File: src/rtl/exp_datapath_if.sv
`default_nettype none
// ============================================================================
// Module      : exp_datapath_if
// Description : Strobe/operand bundle between the e^x series controller and
//               its datapath; the controller drives, the datapath answers.
// Revision    : 1.0  initial release
// ============================================================================
interface exp_datapath_if;
    logic [7:0]  x_in;
    logic        ldx;
    logic        ldy;
    logic        ldr;
    logic        ldt;
    logic        ldadr;
    logic        initr;
    logic        initt;
    logic        zadr;
    logic        xmult;
    logic        coeffmult;
    logic        gt;
    logic [15:0] y_out;

    modport master (
        output x_in, ldx, ldy, ldr, ldt, ldadr, initr, initt, zadr, xmult, coeffmult,
        input  gt, y_out
    );

    modport slave (
        input  x_in, ldx, ldy, ldr, ldt, ldadr, initr, initt, zadr, xmult, coeffmult,
        output gt, y_out
    );
endinterface
`default_nettype wire

File: src/rtl/exp_datapath.sv
`default_nettype none
// ============================================================================
// Module      : exp_datapath
// Description : Taylor-series e^x datapath: operand, term, partial sum,
//               coefficient address and result registers plus 1/(k+1) ROM.
// Revision    : 1.0  initial release
// ============================================================================
module exp_datapath #(
    parameter int N_TERMS = 8
) (
    input  wire            clk,
    input  wire            rst,
    exp_datapath_if.slave  dp
);

    localparam int        c_ROM_DEPTH = 16;
    localparam logic [15:0] c_ONE_Q2_14 = 16'h4000;
    localparam logic [3:0]  c_ADR_MAX   = 4'd15;

    logic [7:0]  r_x;
    logic [15:0] r_t;
    logic [15:0] r_r;
    logic [3:0]  r_adr;
    logic [15:0] r_y;

    logic [15:0] w_rom [0:c_ROM_DEPTH-1];
    logic [15:0] w_coeff;
    logic [15:0] w_mul_op;
    logic [31:0] w_prod;
    logic [15:0] w_mul_res;
    logic        w_mul_en;
    logic [16:0] w_sum;
    logic [15:0] w_r_sat;
    logic        w_gt;
    logic        w_unused;

    // Entries past N_TERMS read as zero so a runaway address kills the term.
    for (genvar gi = 0; gi < c_ROM_DEPTH; gi++) begin : g_rom
        assign w_rom[gi] = (gi < N_TERMS) ? 16'(32768 / (gi + 1)) : 16'd0;
    end

    assign w_coeff  = w_rom[r_adr];
    assign w_mul_op = dp.xmult ? {8'd0, r_x} : w_coeff;
    assign w_prod   = r_t * w_mul_op;
    assign w_mul_en = dp.xmult | dp.coeffmult;

    // Q2.14 * Q0.8 keeps bits [23:8]; Q2.14 * Q1.15 keeps bits [30:15].
    assign w_mul_res = dp.xmult ? w_prod[23:8] : w_prod[30:15];
    assign w_unused  = &{1'b0, w_prod[31], w_prod[7:0]};

    assign w_sum   = {1'b0, r_r} + {1'b0, r_t};
    assign w_r_sat = w_sum[16] ? 16'hFFFF : w_sum[15:0];

    assign w_gt = ({1'b0, r_adr} >= 5'(N_TERMS));

    assign dp.gt    = w_gt;
    assign dp.y_out = r_y;

    always_ff @(posedge clk or negedge rst) begin
        if (!rst) begin
            r_x <= 8'd0;
        end else if (dp.ldx) begin
            r_x <= dp.x_in;
        end
    end

    always_ff @(posedge clk or negedge rst) begin
        if (!rst) begin
            r_t <= 16'd0;
        end else if (dp.initt) begin
            r_t <= c_ONE_Q2_14;
        end else if (dp.ldt && w_mul_en) begin
            r_t <= w_mul_res;
        end
    end

    always_ff @(posedge clk or negedge rst) begin
        if (!rst) begin
            r_r <= 16'd0;
        end else if (dp.initr) begin
            r_r <= 16'd0;
        end else if (dp.ldr) begin
            r_r <= w_r_sat;
        end
    end

    always_ff @(posedge clk or negedge rst) begin
        if (!rst) begin
            r_adr <= 4'd0;
        end else if (dp.zadr) begin
            r_adr <= 4'd0;
        end else if (dp.ldadr && (r_adr != c_ADR_MAX)) begin
            r_adr <= r_adr + 4'd1;
        end
    end

    always_ff @(posedge clk or negedge rst) begin
        if (!rst) begin
            r_y <= 16'd0;
        end else if (dp.ldy) begin
            r_y <= r_r;
        end
    end

endmodule
`default_nettype wire

File: src/flat_wrapper.sv
// flat-port wrapper written by rule: the top's interface ports become plain ports
module exp_datapath_flat 
#(
    parameter int N_TERMS = 8
)
  (clk, rst, dp_x_in, dp_ldx, dp_ldy, dp_ldr, dp_ldt, dp_ldadr, dp_initr, dp_initt, dp_zadr, dp_xmult, dp_coeffmult, dp_gt, dp_y_out);
  exp_datapath_if dp_i ();
  input  wire clk;
  input  wire rst;
  input wire logic [$bits(dp_i.x_in)-1:0] dp_x_in;
  input wire logic [$bits(dp_i.ldx)-1:0] dp_ldx;
  input wire logic [$bits(dp_i.ldy)-1:0] dp_ldy;
  input wire logic [$bits(dp_i.ldr)-1:0] dp_ldr;
  input wire logic [$bits(dp_i.ldt)-1:0] dp_ldt;
  input wire logic [$bits(dp_i.ldadr)-1:0] dp_ldadr;
  input wire logic [$bits(dp_i.initr)-1:0] dp_initr;
  input wire logic [$bits(dp_i.initt)-1:0] dp_initt;
  input wire logic [$bits(dp_i.zadr)-1:0] dp_zadr;
  input wire logic [$bits(dp_i.xmult)-1:0] dp_xmult;
  input wire logic [$bits(dp_i.coeffmult)-1:0] dp_coeffmult;
  output wire logic [$bits(dp_i.gt)-1:0] dp_gt;
  output wire logic [$bits(dp_i.y_out)-1:0] dp_y_out;
  assign dp_i.x_in = dp_x_in;
  assign dp_i.ldx = dp_ldx;
  assign dp_i.ldy = dp_ldy;
  assign dp_i.ldr = dp_ldr;
  assign dp_i.ldt = dp_ldt;
  assign dp_i.ldadr = dp_ldadr;
  assign dp_i.initr = dp_initr;
  assign dp_i.initt = dp_initt;
  assign dp_i.zadr = dp_zadr;
  assign dp_i.xmult = dp_xmult;
  assign dp_i.coeffmult = dp_coeffmult;
  assign dp_gt = dp_i.gt;
  assign dp_y_out = dp_i.y_out;
  exp_datapath #(.N_TERMS(N_TERMS)) u_core (.clk(clk), .rst(rst), .dp(dp_i));
endmodule
File: config.mk
export PLATFORM = sky130hd
export DESIGN_NAME = exp_datapath_flat
export DESIGN_NICKNAME = d
export VERILOG_FILES = /design/src/rtl/exp_datapath_if.sv /design/src/rtl/exp_datapath.sv /design/src/flat_wrapper.sv
export SDC_FILE = /design/constraint.sdc
export NUM_CORES = 1
export LEC_CHECK = 0
export CORE_MARGIN = 2
export CORE_UTILIZATION = 50
export CTS_BUF_LIST = sky130_fd_sc_hd__clkbuf_16
export DETAILED_ROUTE_END_ITERATION = 8
export HOLD_SLACK_MARGIN = 0.12
export PLACE_DENSITY = 0.64
export SLEW_MARGIN = 20
export SYNTH_ARGS = -nofsm -noshare
export SYNTH_HDL_FRONTEND = slang
export SYNTH_SLANG_ARGS = --single-unit
File: constraint.sdc
create_clock -name clk -period 18.2 [get_ports clk]
set_input_delay 2.73 -clock clk [delete_from_list [all_inputs] [get_ports clk]]
set_output_delay 2.73 -clock clk [all_outputs]
set_load 0.005 [all_outputs]
==> results list, run 1 <==
* Clk Tree Root Cell: sky130_fd_sc_hd__clkbuf_16
- OpenSTA, run right after detailed placement, puts the worst setup slack at 7.620 ns.
- Post-detailed-route DRC marker count: 0
* Die X-Extent: 155.7 um
- TritonCTS clock tree: yes
- Min-Delay Path Class: register to register
* Clock period minus worst slack: 10.24 ns
- The clock arrives with 0.009949 ns of skew.
- The worst setup path is launched from an input port.
* List of most frequent post-synthesis cells: sky130_fd_sc_hd__inv_1 (248), sky130_fd_sc_hd__fa_1 (193), sky130_fd_sc_hd__nand2_1 (160)
- Clock tree synthesis inserted a total of 9 buffers.
- Most frequently used cell type in the post-synthesis netlist: sky130_fd_sc_hd__inv_1
- The floorplan step defined a die boundary enclosing 0.02425 mm^2.
- Before antenna repair, the detailed router went through 5 iterations.
- The worst-case IR drop observed on VDD is 0.00004705 V.
* Reg-to-reg critical path endpoint: u_core.r_t[13]
- Clock sinks: 60
- Wire length of the first global-routing pass: 48800 um
* Depth of the worst register-to-register path: 27
- Power Density: 48.86 mW/mm^2
* Count of boundary I/O pins: 37
* Buffers plus inverters on the worst setup path: 7
* Part of the cycle the worst path needs: 0.5625
- Derived from the worst setup path, the maximum achievable clock frequency is 0.09769 GHz.
- Setup slack of the most critical reg-to-reg path: 9.62 ns
- For this block, the initial DRC count from the detailed router was 562.
- At the pin with the least slew margin, the transition time is 1.017 ns.
- Synthesis inferred 60 register bits.
- Of all cell types, the one taking the most synthesized area is sky130_fd_sc_hd__fa_1.
- Hold repair after CTS inserted 0 buffers.
* Placement Rows: 55
- Along the worst path, the maximum fanout reaches 30.
- Average routed wire per standard cell: 18.66 um
* Maximum number of pins on one net before global-route repair: 61
- Max Buffers Root-to-Sink: 2
- Synth Area per Inst: 9.083 um^2
- From synthesis to final layout, the design area changed by 7.697%.
- At the end of routability-driven placement, the weighted congestion stood at 0.9039.
- Family with the most delay on the worst path: adder cells
- Classification of the worst setup path: input port to register
- Port buffering added 36 buffers.
- After detailed routing, the total wire length is 29160 um.
* DPL Wire Length: 22720 um
- Outcome: finished, final reports clean
- Static leakage power: 6.395 nW
- Core region area: 0.02264 mm^2
* Setup repair after global routing missed its margin: false
- For this run, the register share of the synthesized area comes to 0.1305.
- For this run, the leading register cell type out of synthesis is sky130_fd_sc_hd__dfrtp_1.
- Post-CTS Setup Repair Bufs: 0
- Starting density of the core: 0.5083
* Total power: 605.5 uW
- The worst setup path is captured at a register.
- The worst hold path begins at u_core.dp.y_out[9].
- Vias in the first global route: 9174
- The number of antenna violations at the first check in global routing came to 0.
- Worst R2R Start: u_core.r_adr[1]
* Number of nets with antenna violations after detailed routing: 0
- The worst hold path terminates at u_core.dp.y_out[9].
* Final hold viol count: 0
- Fraction of post-synthesis cell area in the top cell type by area: 0.3357
* Slowest CP cell: sky130_fd_sc_hd__fa_1
- After technology mapping, the gate count stands at 1267.
- The repair_antennas step left the layout with diodes totalling 0.
- Hold Crit Depth: 1
- Die height: 155.7 um
- Crit path top cell by count: sky130_fd_sc_hd__fa_1
* Synthesis warning total: 0
* Fraction of final layout cells sized beyond drive strength 1: 0.05712
- Slew margin rel.: 0.3222
* Max cap viols: 0
- Summing over every cut layer, the via total after detailed routing is 8677.
- Mapped Area: 0.01151 mm^2
* Post-Route Setup TNS: 0 ns
- H-tree levels: 3
- Post-synth EDFFs: 0
* Crit. path cell count: 27
- In this design, the stage delay of the slowest critical-path cell is 0.59 ns.
- Fraction of registers with async set/reset: 1.000
* Syn Nets: 1598
* Arrival @ worst endpoint: 10.44 ns
* Ranking of synthesized cells by area: sky130_fd_sc_hd__fa_1 (34%), sky130_fd_sc_hd__dfrtp_1 (13%), sky130_fd_sc_hd__ha_1 (13%)
- After clock tree synthesis, the clock-pin slew on the worst setup and hold paths is 0.05 ns.
- STA puts the critical path data required time at 18.40 ns.
* Overall global routing resource usage: 0.2592
- Nets@finish: 1605
* Worst skew pair latency: 0.33 ns
- Number of different library cells in the post-synthesis netlist: 59
- Setup violations remaining at the end of the flow were counted as 0.
- Final max-slew violation count: 0
- Summed over all layers, the global routing overflow is 0.
* Via/cell ratio: 5.552
- Once routing completed, OpenROAD measured the worst setup slack at 7.963 ns.
- After clock tree synthesis, the repair step resized 0 gates.
registers in the layout, indices dropped and copies added, names as in the netlist:
signal           count
u_core.r_adr         4
u_core.dp.y_out     16
u_core.r_r          16
u_core.r_t          16
u_core.r_x           8
layout make-up:
cell class,count,area (um^2)
fill,2118,10250
multi-input combinational,903,8871
sequential,60,1501
inverter,248,930.9
timing repair buffer,52,475.5
tap,285,356.6
clock buffer,9,225.2
clock inverter,6,33.78
metal layers:
layer	wire length, um	global-route usage	up-vias
met4	750	0.07077	0
li1	-	-	4014
met2	13880	0.4265	238
met3	1650	0.03444	45
met1	12880	0.3628	4380
met5	0	0	-
power breakdown:
| part | switching [mW] | internal (mW) |
|---|---|---|
| registers | 0.0320 | 0.147 |
| logic | 0.167 | 0.112 |
| clock network | 0.0583 | 0.0897 |
layout by cell type, fill, tap and decap left out, types with 18 or more instances in the layout:
master / Yosys / routed
sky130_fd_sc_hd__and3_1: 39 / 39
sky130_fd_sc_hd__ha_1: 118 / 118
sky130_fd_sc_hd__clkdlybuf4s50_1: 0 / 35
sky130_fd_sc_hd__inv_1: 248 / 249
sky130_fd_sc_hd__and2_1: 66 / 66
sky130_fd_sc_hd__a21oi_1: 30 / 30
sky130_fd_sc_hd__nor2_1: 47 / 47
sky130_fd_sc_hd__xor2_1: 19 / 19
sky130_fd_sc_hd__a211oi_1: 18 / 18
sky130_fd_sc_hd__mux2_2: 24 / 24
sky130_fd_sc_hd__fa_1: 193 / 193
sky130_fd_sc_hd__nand3_1: 19 / 19
sky130_fd_sc_hd__o21ai_0: 25 / 25
sky130_fd_sc_hd__dfrtp_1: 60 / 60
sky130_fd_sc_hd__nand2_1: 160 / 160
sky130_fd_sc_hd__xnor2_1: 18 / 18
per-stage QoR:
stage	util	cells	area, um^2	hold WS (ns)
finish	0.5474	1563	12390	0.5039
CTS	0.5473	1563	12390	0.5079
floorplan	-	1267	11510	0.4811
global route	0.5474	1563	12390	0.5201
detailed placement	0.5359	1548	12130	0.4961
global placement	0.5359	1548	12130	0.4916
kinds of logic (layout without fill, tap and decap cells):
family | count (synthesis) | in the layout | synth area share
AND/OR/NAND/NOR | 378 | 378 | 0.1582
adder cells (fa/ha/maj) | 311 | 311 | 0.4640
buffers and inverters | 304 | 315 | 0.09980
AO/OA/AOI/OAI | 147 | 147 | 0.09067
flip-flops | 60 | 60 | 0.1305
XOR/XNOR | 37 | 37 | 0.02816
multiplexers | 30 | 30 | 0.02870
how the worst max path moves through the flow:
stage	from	end	slack, ns
6_report	dp_xmult	u_core.r_t[13]	7.96
5_1_grt	dp_xmult	u_core.r_t[13]	7.40
4_1_cts	dp_xmult	u_core.r_t[13]	7.96
3_5_place_dp	dp_xmult	u_core.r_t[13]	7.62
3_3_place_gp	dp_xmult	u_core.r_t[13]	7.86
2_1_floorplan	dp_xmult	u_core.r_t[13]	8.83
No activity file was read; power rests on OpenSTA's default activity.
==> run 2, diff against run 1 <==
PLACE_DENSITY = 0.67   (was 0.64)
clock period = 9.2 ns   (was 18.2 ns; I/O delays follow)
==> results list, run 2 (same netlist as run 1, synthesis figures left out) <==
- Finish-stage setup viols: 0 (unchanged)
* DPL Wire Length: 22540 um (was 22720 um)
- Wire length of the first global-routing pass: 47910 um (was 48800 um)
- The commonest non-fill, non-tap cell in the layout is sky130_fd_sc_hd__inv_1 (unchanged).
- CP Max Fanout: 14 (was 30)
- The classification of the worst setup path is input port to register (unchanged).
* TritonCTS Buffers: 9 (unchanged)
* Fraction of final layout cells sized beyond drive strength 1: 0.06662 (was 0.05712)
* Count of boundary I/O pins: 37 (unchanged)
* Resized Gates After CTS: 0 (unchanged)
- Setup repair after global routing missed its margin: false (unchanged)
- Vias post-DR: 8784 (was 8677)
* Area growth syn-to-layout: 8.741% (was 7.697%)
* First-pass iteration count of the detailed router: 5 (unchanged)
* Place WS: 0.4100 ns (was 7.620 ns)
* Maximum cell stage delay along the critical path: 0.54 ns (was 0.59 ns)
- TritonCTS clock tree: yes (unchanged)
- Core region area: 0.02264 mm^2 (unchanged)
- H-tree levels: 3 (unchanged)
- Power Density: 98.90 mW/mm^2 (was 48.86 mW/mm^2)
- The signal on the critical path passes through clkdlybuf4s50_1 -> or4b_4 -> nand2_1 -> nand2_1 -> fa_1 -> fa_1 -> fa_1 -> inv_1 -> fa_1 -> fa_1 -> inv_1 -> fa_1 -> inv_1 -> ha_1 -> a21oi_1 -> o21ai_0 -> a221oi_2 -> o221ai_1 -> a31o_2 -> a221oi_2 -> nor2_1 -> a2111oi_0 -> o31ai_1.
- Family with the most delay on the worst path: adder cells (unchanged)
- Crit path top cell by count: sky130_fd_sc_hd__fa_1 (unchanged)
- The weighted congestion at the end of routability-driven global placement came to 0.8930 (was 0.9039).
- The cell with the biggest individual delay on the critical path was sky130_fd_sc_hd__or4b_4 (was sky130_fd_sc_hd__fa_1).
* Area enclosed by the die boundary: 0.02425 mm^2 (unchanged)
- Total power: 1.238 mW (was 605.5 uW)
- Clk_skew: 0.005684 ns (was 0.009949 ns)
- Smallest setup slack after layout: 0.7459 ns (was 7.963 ns)
- Critical path launch point type: input port (unchanged)
- The final antenna-violating net count was 0 (unchanged).
- The post-route core utilization came to 0.5527 (was 0.5474).
- Clk Tree Root Cell: sky130_fd_sc_hd__clkbuf_16 (unchanged)
- The overall global routing resource usage is 0.2539 (was 0.2592).
- Die height: 155.7 um (unchanged)
- The final hold slack is 0.5014 ns (was 0.5039 ns).
- The via count of the first global-routing pass came to 9220 (was 9174).
- In the finished design, the share of the clock period the worst path needs comes to 0.9189.
- Post-CTS Setup Repair Bufs: 0 (unchanged)
* Peak clock frequency supported by timing: 0.1183 GHz
- Buffers plus inverters on the worst setup path: 4 (was 7)
- Clock period minus worst slack: 8.454 ns
- Top library cells by usage in the layout, fill and taps aside: sky130_fd_sc_hd__inv_1 (248), sky130_fd_sc_hd__fa_1 (193), sky130_fd_sc_hd__nand2_1 (160), sky130_fd_sc_hd__ha_1 (118), sky130_fd_sc_hd__and2_1 (66) (was sky130_fd_sc_hd__inv_1 (249), sky130_fd_sc_hd__fa_1 (193), sky130_fd_sc_hd__nand2_1 (160), sky130_fd_sc_hd__ha_1 (118), sky130_fd_sc_hd__and2_1 (66))
- Number of fill cells in the layout: 2038 (was 2118)
- The number of vias per cell after detailed routing was 5.574 (was 5.552).
* Starting density of the core: 0.5083 (unchanged)
- The path type of the worst min-delay path was register to register (unchanged).
- Placement Rows: 55 (unchanged)
- The overall die width came to 155.7 um (unchanged).
- The number of max-slew violations in the final report was 0 (unchanged).
* Static leakage power: 6.472 nW (was 6.395 nW)
- The number of buffers between clock root and the deepest sink is 2 (unchanged).
* Worst skew pair latency: 0.33 ns (about the same)
- The worst IR drop on VDD is 0.00008068 V (was 0.00004705 V).
- Outcome: finished, final reports clean (unchanged)
* Setup slack of the most critical reg-to-reg path: 1.40 ns (was 9.62 ns)
- Detailed router's first-iteration violation count: 577 (was 562)
- The count of final hold-check violations came to 0 (unchanged).
* Number of buffer cells added on primary ports: 36 (unchanged)
- Crit end category: register (unchanged)
- Hold buffer count at cts: 0 (unchanged)
- The remaining max-slew budget at the tightest pin was 0.2613 (was 0.3222).
- The routed wire length was 29080 um (was 29160 um).
* Total grt overflow: 0 (unchanged)
- The final antenna diode count was 0 (unchanged).
* Nets@finish: 1617 (was 1605)
- The arrival time reported for the critical path endpoint came to 8.66 ns (was 10.44 ns).
- Worst-path clk slew: 0.05 ns (about the same)
- Clock sinks: 60 (unchanged)
* Data required time of the worst path: 9.40 ns (was 18.40 ns)
- Post-Route Setup TNS: 0 ns (unchanged)
- Antenna violations before repair: 0 (unchanged)
- Post-detailed-route DRC marker count: 0 (unchanged)
- Average routed wire per standard cell: 18.45 um (was 18.66 um)
* Maximum number of pins on one net before global-route repair: 61 (unchanged)
* Max cap viols: 0 (unchanged)
* Slew @ Worst Pin: 1.106 ns (was 1.017 ns)
## run 2: cell types whose count changed in the layout (fill, tap and decap cells not counted)
cell,delta
sky130_fd_sc_hd__buf_4,+12
sky130_fd_sc_hd__bufinv_16,+1
sky130_fd_sc_hd__clkinv_2,+1
sky130_fd_sc_hd__clkinvlp_4,-1
sky130_fd_sc_hd__inv_1,-1
sky130_fd_sc_hd__inv_6,+1
sky130_fd_sc_hd__nor2b_1,+1
sky130_fd_sc_hd__nor2b_2,-1
## run 2: where the power goes
part | internal, mW | total [mW] | switching, mW
clock network | 0.208 | 0.333 | 0.125
logic | 0.225 | 0.556 | 0.331
registers | 0.291 | 0.348 | 0.0571
## run 2: area by class of cell
type / instances / area [um^2] / share of cell area
Tap cell: 285 / 356.6 / 0.02849
Timing Repair Buffer: 64 / 565.5 / 0.04519
Clock buffer: 9 / 225.2 / 0.01800
Inverter: 248 / 930.9 / 0.07439
Multi-Input combinational cell: 903 / 8869 / 0.7087
Sequential cell: 60 / 1501 / 0.1200
Clock inverter: 7 / 66.31 / 0.005299
## run 2: path summary, 6_finish.rpt
path / start / endpoint / depth (start not counted)
worst min register to register: u_core.dp.y_out[6] / u_core.dp.y_out[6] / 1
worst min-delay path: u_core.dp.y_out[6] / u_core.dp.y_out[6] / 1
worst max register to register: u_core.r_adr[0] / u_core.r_t[13] / 24
worst max-delay path: dp_xmult / u_core.r_t[13] / 23
min in group asynchronous: rst / u_core.r_r[10] / 2
max in group asynchronous: rst / u_core.r_adr[1] / 2
## run 2: layer usage
layer | wire length (um) | track usage | vias up
li1 | - | - | 4018
met1 | 12390 | 0.3378 | 4465
met2 | 14330 | 0.4383 | 247
met3 | 1571 | 0.03528 | 54
met4 | 791 | 0.06684 | 0
met5 | 0 | 0 | -
## run 2: per-stage QoR
stage / std cells / area (um^2)
2_1_floorplan: 1267 / 11510
3_3_place_gp: 1560 / 12220
3_5_place_dp: 1560 / 12220
4_1_cts: 1576 / 12510
5_1_grt: 1576 / 12510
6_report: 1576 / 12510
==> run 3, diff against run 2 <==
--- a/constraint.sdc
+++ b/constraint.sdc
@@ -3,2 +3,2 @@
 set_output_delay 1.38 -clock clk [all_outputs]
-set_load 0.005 [all_outputs]
+set_load 0.05 [all_outputs]
==> results of run 3 <==
Same layout as run 2 (identical final DEF). Status: finished, final reports clean.
Main changes from that run: total power 1.238 mW -> 1.269 mW; worst IR drop on VDD 0.00008068 V -> 0.00008133 V
